**config.mk**
```make
export PLATFORM = sky130hd
export DESIGN_NAME = fifo_sync_param
export DESIGN_NICKNAME = d
export VERILOG_FILES = /design/src/rtl/fifo_sync_param_pkg.sv /design/src/rtl/fifo_sync_param_ram.sv /design/src/rtl/fifo_sync_param.sv
export SDC_FILE = /design/constraint.sdc
export NUM_CORES = 1
export LEC_CHECK = 0
export ABC_AREA = 1
export CAP_MARGIN = 20
export CELL_PAD_IN_SITES_DETAIL_PLACEMENT = 1
export CELL_PAD_IN_SITES_GLOBAL_PLACEMENT = 2
export CORE_AREA = 2 2 287 289
export CTS_CLUSTER_SIZE = 10
export DETAILED_ROUTE_END_ITERATION = 16
export DIE_AREA = 0 0 289 291
export DONT_BUFFER_PORTS = 1
export PLACE_DENSITY = 0.69
export SLEW_MARGIN = 15
export SYNTH_ARGS = -nofsm -noshare
export SYNTH_HDL_FRONTEND = slang
export SYNTH_HIERARCHICAL = 1
export SYNTH_SLANG_ARGS = --single-unit
```
**constraint.sdc**
```tcl
create_clock -name clk -period 2.9 [get_ports clk]
set_input_delay 0.58 -clock clk [delete_from_list [all_inputs] [get_ports clk]]
set_output_delay 0.58 -clock clk [all_outputs]
set_load 0.01 [all_outputs]
```
**src/rtl/fifo_sync_param_pkg.sv**
```systemverilog
// Shared constants and helpers for the parametrised synchronous FIFO.
package fifo_sync_param_pkg;

  localparam int FIFO_MODE_STD  = 0;
  localparam int FIFO_MODE_FWFT = 1;

  localparam int FIFO_DEFAULT_WIDTH = 32;
  localparam int FIFO_DEFAULT_DEPTH = 16;

  // Pointer width for a given depth; a depth of 1 still needs one address bit.
  function automatic int fifo_ptr_w(input int d);
    return (d > 1) ? $clog2(d) : 1;
  endfunction

  function automatic bit fifo_is_pow2(input int d);
    return (d >= 2) && ((d & (d - 1)) == 0);
  endfunction

endpackage

```
**src/rtl/fifo_sync_param_ram.sv**
```systemverilog
// Simple dual-port storage: synchronous write, asynchronous read, no reset.
module fifo_sync_param_ram
  import fifo_sync_param_pkg::*;
#(
  parameter int WIDTH = FIFO_DEFAULT_WIDTH,
  parameter int DEPTH = FIFO_DEFAULT_DEPTH,
  parameter int PW    = fifo_ptr_w(DEPTH)
) (
  input  logic             clk,
  input  logic             we,
  input  logic [PW-1:0]    waddr,
  input  logic [WIDTH-1:0] wdata,
  input  logic [PW-1:0]    raddr,
  output logic [WIDTH-1:0] rdata
);

  logic [WIDTH-1:0] mem_r [DEPTH];

  // Storage write port; contents deliberately left unreset.
  always_ff @(posedge clk) begin
    if (we) begin
      mem_r[waddr] <= wdata;
    end
  end

  assign rdata = mem_r[raddr];

endmodule

```
**src/rtl/fifo_sync_param.sv**
```systemverilog
// Single-clock FIFO with level flags, sticky error flags, flush and
// selectable standard or first-word-fall-through read.
module fifo_sync_param
  import fifo_sync_param_pkg::*;
#(
  parameter int WIDTH    = FIFO_DEFAULT_WIDTH,
  parameter int DEPTH    = FIFO_DEFAULT_DEPTH,
  parameter int FWFT     = FIFO_MODE_STD,
  parameter int AF_LEVEL = 12,
  parameter int AE_LEVEL = 2
) (
  input  logic                       clk,
  input  logic                       rst,
  input  logic                       flush,
  input  logic                       wr_en,
  input  logic [WIDTH-1:0]           wr_data,
  input  logic                       rd_en,
  output logic [WIDTH-1:0]           rd_data,
  output logic                       rd_valid,
  output logic                       full,
  output logic                       empty,
  output logic                       almost_full,
  output logic                       almost_empty,
  output logic [$clog2(DEPTH):0]     level,
  output logic                       overflow,
  output logic                       underflow
);

  localparam int PW = fifo_ptr_w(DEPTH);
  localparam int LW = $clog2(DEPTH) + 1;
  localparam logic [LW-1:0] LVL_ZERO = LW'(1'b0);
  localparam logic [LW-1:0] LVL_ONE  = LW'(1'b1);
  localparam logic [LW-1:0] LVL_FULL = LW'(DEPTH);
  localparam logic [LW-1:0] LVL_AF   = LW'(AF_LEVEL);
  localparam logic [LW-1:0] LVL_AE   = LW'(AE_LEVEL);
  localparam logic [PW-1:0] PTR_ONE  = PW'(1'b1);

  if (!fifo_is_pow2(DEPTH) || AF_LEVEL < 1 || AF_LEVEL > DEPTH ||
      AE_LEVEL < 0 || AE_LEVEL > DEPTH - 1) begin : g_param_check
    $error("fifo_sync_param: DEPTH must be a power of two >= 2 and AF/AE levels in range");
  end

  logic [PW-1:0]    w_ptr_r, r_ptr_r;
  logic [LW-1:0]    level_r;
  logic [WIDTH-1:0] rd_data_r;
  logic             rd_valid_r;
  logic             overflow_r, underflow_r;

  logic             rd_acc_s, wr_acc_s, full_s, empty_s;
  logic [LW-1:0]    level_nxt_s;
  logic [PW-1:0]    raddr_s;
  logic [WIDTH-1:0] ram_rdata_s;
  logic [WIDTH-1:0] rd_data_nxt_s;

  fifo_sync_param_ram #(.WIDTH(WIDTH), .DEPTH(DEPTH), .PW(PW)) u_ram (
    .clk   (clk),
    .we    (wr_acc_s),
    .waddr (w_ptr_r),
    .wdata (wr_data),
    .raddr (raddr_s),
    .rdata (ram_rdata_s)
  );

  // Accept decisions and next level; a read frees the slot a full write needs.
  always_comb begin
    full_s   = (level_r == LVL_FULL);
    empty_s  = (level_r == LVL_ZERO);
    rd_acc_s = rd_en & ~empty_s;
    wr_acc_s = wr_en & (~full_s | rd_acc_s);
    case ({wr_acc_s, rd_acc_s})
      2'b10:   level_nxt_s = level_r + LVL_ONE;
      2'b01:   level_nxt_s = level_r - LVL_ONE;
      default: level_nxt_s = level_r;
    endcase
  end

  // Output register source; FWFT preloads the word that will be head next cycle.
  always_comb begin
    rd_data_nxt_s = rd_data_r;
    if (FWFT == FIFO_MODE_FWFT) begin
      raddr_s = r_ptr_r + PTR_ONE;
      if (wr_acc_s && (empty_s || (rd_acc_s && level_r == LVL_ONE))) begin
        rd_data_nxt_s = wr_data;
      end else if (rd_acc_s && level_r > LVL_ONE) begin
        rd_data_nxt_s = ram_rdata_s;
      end else begin
        rd_data_nxt_s = rd_data_r;
      end
    end else begin
      raddr_s = r_ptr_r;
      if (rd_acc_s) begin
        rd_data_nxt_s = ram_rdata_s;
      end else begin
        rd_data_nxt_s = rd_data_r;
      end
    end
  end

  // Pointer, level, output and sticky-flag state; rst outranks flush.
  always_ff @(posedge clk) begin
    if (rst) begin
      w_ptr_r     <= PW'(1'b0);
      r_ptr_r     <= PW'(1'b0);
      level_r     <= LVL_ZERO;
      rd_data_r   <= WIDTH'(1'b0);
      rd_valid_r  <= 1'b0;
      overflow_r  <= 1'b0;
      underflow_r <= 1'b0;
    end else if (flush) begin
      w_ptr_r     <= PW'(1'b0);
      r_ptr_r     <= PW'(1'b0);
      level_r     <= LVL_ZERO;
      rd_valid_r  <= 1'b0;
      overflow_r  <= 1'b0;
      underflow_r <= 1'b0;
    end else begin
      if (wr_acc_s) w_ptr_r <= w_ptr_r + PTR_ONE;
      if (rd_acc_s) r_ptr_r <= r_ptr_r + PTR_ONE;
      level_r     <= level_nxt_s;
      rd_data_r   <= rd_data_nxt_s;
      rd_valid_r  <= rd_acc_s;
      overflow_r  <= overflow_r  | (wr_en & ~wr_acc_s);
      underflow_r <= underflow_r | (rd_en & ~rd_acc_s);
    end
  end

  assign rd_data      = rd_data_r;
  assign rd_valid     = (FWFT == FIFO_MODE_FWFT) ? (level_r != LVL_ZERO) : rd_valid_r;
  assign full         = (level_r == LVL_FULL);
  assign empty        = (level_r == LVL_ZERO);
  assign almost_full  = (level_r >= LVL_AF);
  assign almost_empty = (level_r <= LVL_AE);
  assign level        = level_r;
  assign overflow     = overflow_r;
  assign underflow    = underflow_r;

endmodule

```
==> out/qor.txt <==
outcome: completed
Vias: 16018
CTS clock-pin slew for the worst setup and hold paths: 60 ps
# resized after CTS: 0
number of slew-limit violations in the final report: 0
area of placed instances: 25660 µm²
HP Start: rst
worst reg2reg path depth: 7
Syn Inst Count: 2345
area grow syn2layout: 14.77%
worst r2r dst: u_ram/mem_r[15][31]
antenna cells: 0
# rows: 105
Worst-Skew Late Latency: 610 ps
setup repair bufs after CTS: 0
FMAX: 386.0 MHz
cell area after layout: 27690 µm²
Lkg Pwr: 11.24 nW
drt pass-1 iters: 7
Post-Syn Nets: 2388
clock skew: 29.56 ps
RSZ-0062 raised after global routing: false
R2R Setup Slk: 310 ps
die width: 289 µm
Die Ht: 291 µm
Synth Area in Compound Gates: 0.01084
first-pass GRT wire length: 107.3 mm
CTS tree: yes
Crit path largest cell delay: 480 ps
worst hold path type: input port to flip-flop
setup TNS: 0 ps
CP Launch Type: flip-flop
fillers: 9026
Synth Area in Adders: 0.003423
# setup viols final: 0
worst hold stages: 1
Critical R2R Launch: level[1]
Ys Warns: 6
Post-Synth XOR/XNOR Area: 0.001089
CTS sink cnt: 560
share of post-route cells with drive strength above 1: 0.07313
Final Hold Viols: 0
ANT nets after route: 0
crit path max-delay cell type: dfxtp_1
CTS H-Tree Depth: 3
FF+latch count, synth: 560
Slew @ Worst Pin: 997.8 ps
PD cells: 647.7 nW/µm²
dpl hpwl: 42.39 mm
Core ar.: 81190 µm²
routability cong.: 0.7530
WP data required: 3210 ps
largest net degree at the start of global routing: 94
DRT iter0 DRCs: 1038
Avg Cell Area, Syn: 10.29 µm²
VDD IR max: 0.3754 mV
post-DR vias/cell: 4.625
wire per inst: 20.45 µm
Initial Util: 0.2971
crit-path max FO: 14
Syn Std Cell Area: 24120 µm²
main combinational cell family by area after synthesis: simple AND/OR/NAND/NOR gates
Distinct cells, synth: 30
die area: 84100 µm²
Max clock buf depth: 3
Layout Nets: 2399
CTS root buf: clkbuf_16
IO Port Bufs: 0
post-place setup slack: 317.1 ps
global route total overflow: 0
Worst EP arrival: 2900 ps
Tcrit/Tclk final: 0.8932
Rel. slew slack: 0.3348
total chip power: 0.01793 W
# IOs: 81
Period minus WS final: 2590 ps
crit end category: flip-flop
CTS Hold Bufs: 1
vias in the first global route: 17338
final WL: 70.81 mm
Total Routing Usage GR: 0.1707
cts bufs inserted: 69
post-synthesis mux area share: 0
max-cap violation count: 0
fin util: 0.3410
final setup margin: 309.6 ps
critical-path cell list: nor2_1, nand3_1, nor2_1, nor2_2, nand3_1, nor2_4, buf_12
residual DRC count: 0
CP Class: flip-flop to flip-flop
Synth Area in Simple Gates: 0.2108
Hold EP: rd_data[27]
initial antenna violation count: 0
sequential element share of the synthesized area: 0.6771
[metal layers]
layer	up-vias	track usage	wire, µm
li1	7609	-	-
met2	275	0.2943	35070
met5	-	0	0
met3	104	0.02563	2658
met1	8030	0.2181	31260
met4	0	0.05582	1825
[placed cells by master (no fill, tap or decap), drive strengths merged]
| cell type | instances |
|---|---|
| o21ai | 8 |
| a2111oi | 1 |
| inv | 410 |
| dfxtp | 48 |
| nand3 | 429 |
| edfxtp | 512 |
| nand2 | 724 |
| o21bai | 1 |
| bufinv | 1 |
| a21oi | 41 |
| nand3b | 3 |
| clkinv | 5 |
| fa | 1 |
| buf | 59 |
| dlygate4sd3 | 1 |
| clkbuf | 99 |
| clkinvlp | 1 |
| ha | 5 |
| nor2 | 41 |
| xnor2 | 2 |
| xor2 | 1 |
[cell families after synthesis]
logic type / after synthesis
AO/OA/AOI/OAI: 51
buffers and inverters: 528
AND/OR/NAND/NOR: 1197
XOR/XNOR: 3
flip-flops: 560
adder cells (fa/ha/maj): 6
[worst max-delay path by stage]
| stage | cells past startpoint | end | from | slack [ps] |
|---|---|---|---|---|
| after detailed placement | 7 | u_ram/mem_r[15][20] | level[1] | 320 |
| after floorplan | 4 | u_ram/mem_r[12][0] | wr_en | -40 |
| after global routing | 7 | u_ram/mem_r[15][3] | level[1] | 190 |
| after CTS | 7 | u_ram/mem_r[15][3] | level[1] | 310 |
| final | 7 | u_ram/mem_r[15][31] | level[1] | 310 |
| after global placement | 7 | u_ram/mem_r[14][20] | level[1] | 340 |
[flip-flops by register name, indices dropped and copies added, names as in the netlist]
| signal | count |
|---|---|
| w_ptr_r | 4 |
| rd_data | 32 |
| overflow | 1 |
| u_ram/mem_r | 512 |
| r_ptr_r | 4 |
| level | 5 |
| rd_valid | 1 |
| underflow | 1 |
[per-stage QoR]
| step | std cells | hold WS [ps] |
|---|---|---|
| 2_1_floorplan | 2345 | 467.3 |
| 3_3_place_gp | 3354 | 491.9 |
| 3_5_place_dp | 3354 | 501.0 |
| 4_1_cts | 3463 | 0.8553 |
| 5_1_grt | 3463 | 15.00 |
| 6_report | 3463 | 42.45 |
[synth_stat cells]
cell       count  area share
nand2_1      720        0.11
edfxtp_1     512        0.64
nand3_1      428       0.089
inv_1        403       0.063
dfxtp_1       48       0.040
buf_2         43      0.0089
a21oi_1       41      0.0085
nor2_1        39      0.0061
buf_6         33       0.015
clkbuf_1      19      0.0030
buf_1         17      0.0026
buf_4          7      0.0022
ha_1           5      0.0026
o21ai_1        5      0.0010
inv_2          3     0.00047
nand3b_1       3     0.00093
o21ai_0        3     0.00062
nand2_4        2     0.00093
nor2_2         2     0.00052
xnor2_1        2     0.00073
a2111oi_0      1     0.00036
buf_12         1     0.00083
clkinv_4       1     0.00036
fa_1           1     0.00083
inv_4          1     0.00026
nand2_2        1     0.00026
nand2_8        1     0.00083
nand3_2        1     0.00041
o21bai_1       1     0.00031
xor2_1         1     0.00036
[worst max-delay path: cells and delay by family, from the launching register on]
family                 cells  cell delay (ps)
buffers and inverters      1              220
flip-flops                 1              480
AND/OR/NAND/NOR            6             1590
[report_power, final]
part / leakage, nW / switching (W) / internal [W]
clock: 0.973 / 0.00331 / 0.00466
sequential: 5.02 / 0.0000636 / 0.00890
combinational: 5.25 / 0.000700 / 0.000301
[cell type report]
cell class	count	area, µm²	share of cell area
Tap cell	1070	1339	0.04835
Timing Repair Buffer	60	865.8	0.03127
Multi-Input combinational cell	1257	5575	0.2014
Inverter	408	1544	0.05576
Clock buffer	99	1923	0.06946
Clock inverter	9	92.59	0.003344
Sequential cell	560	16350	0.5904
Note: power is estimated with default switching activity, not from simulation.
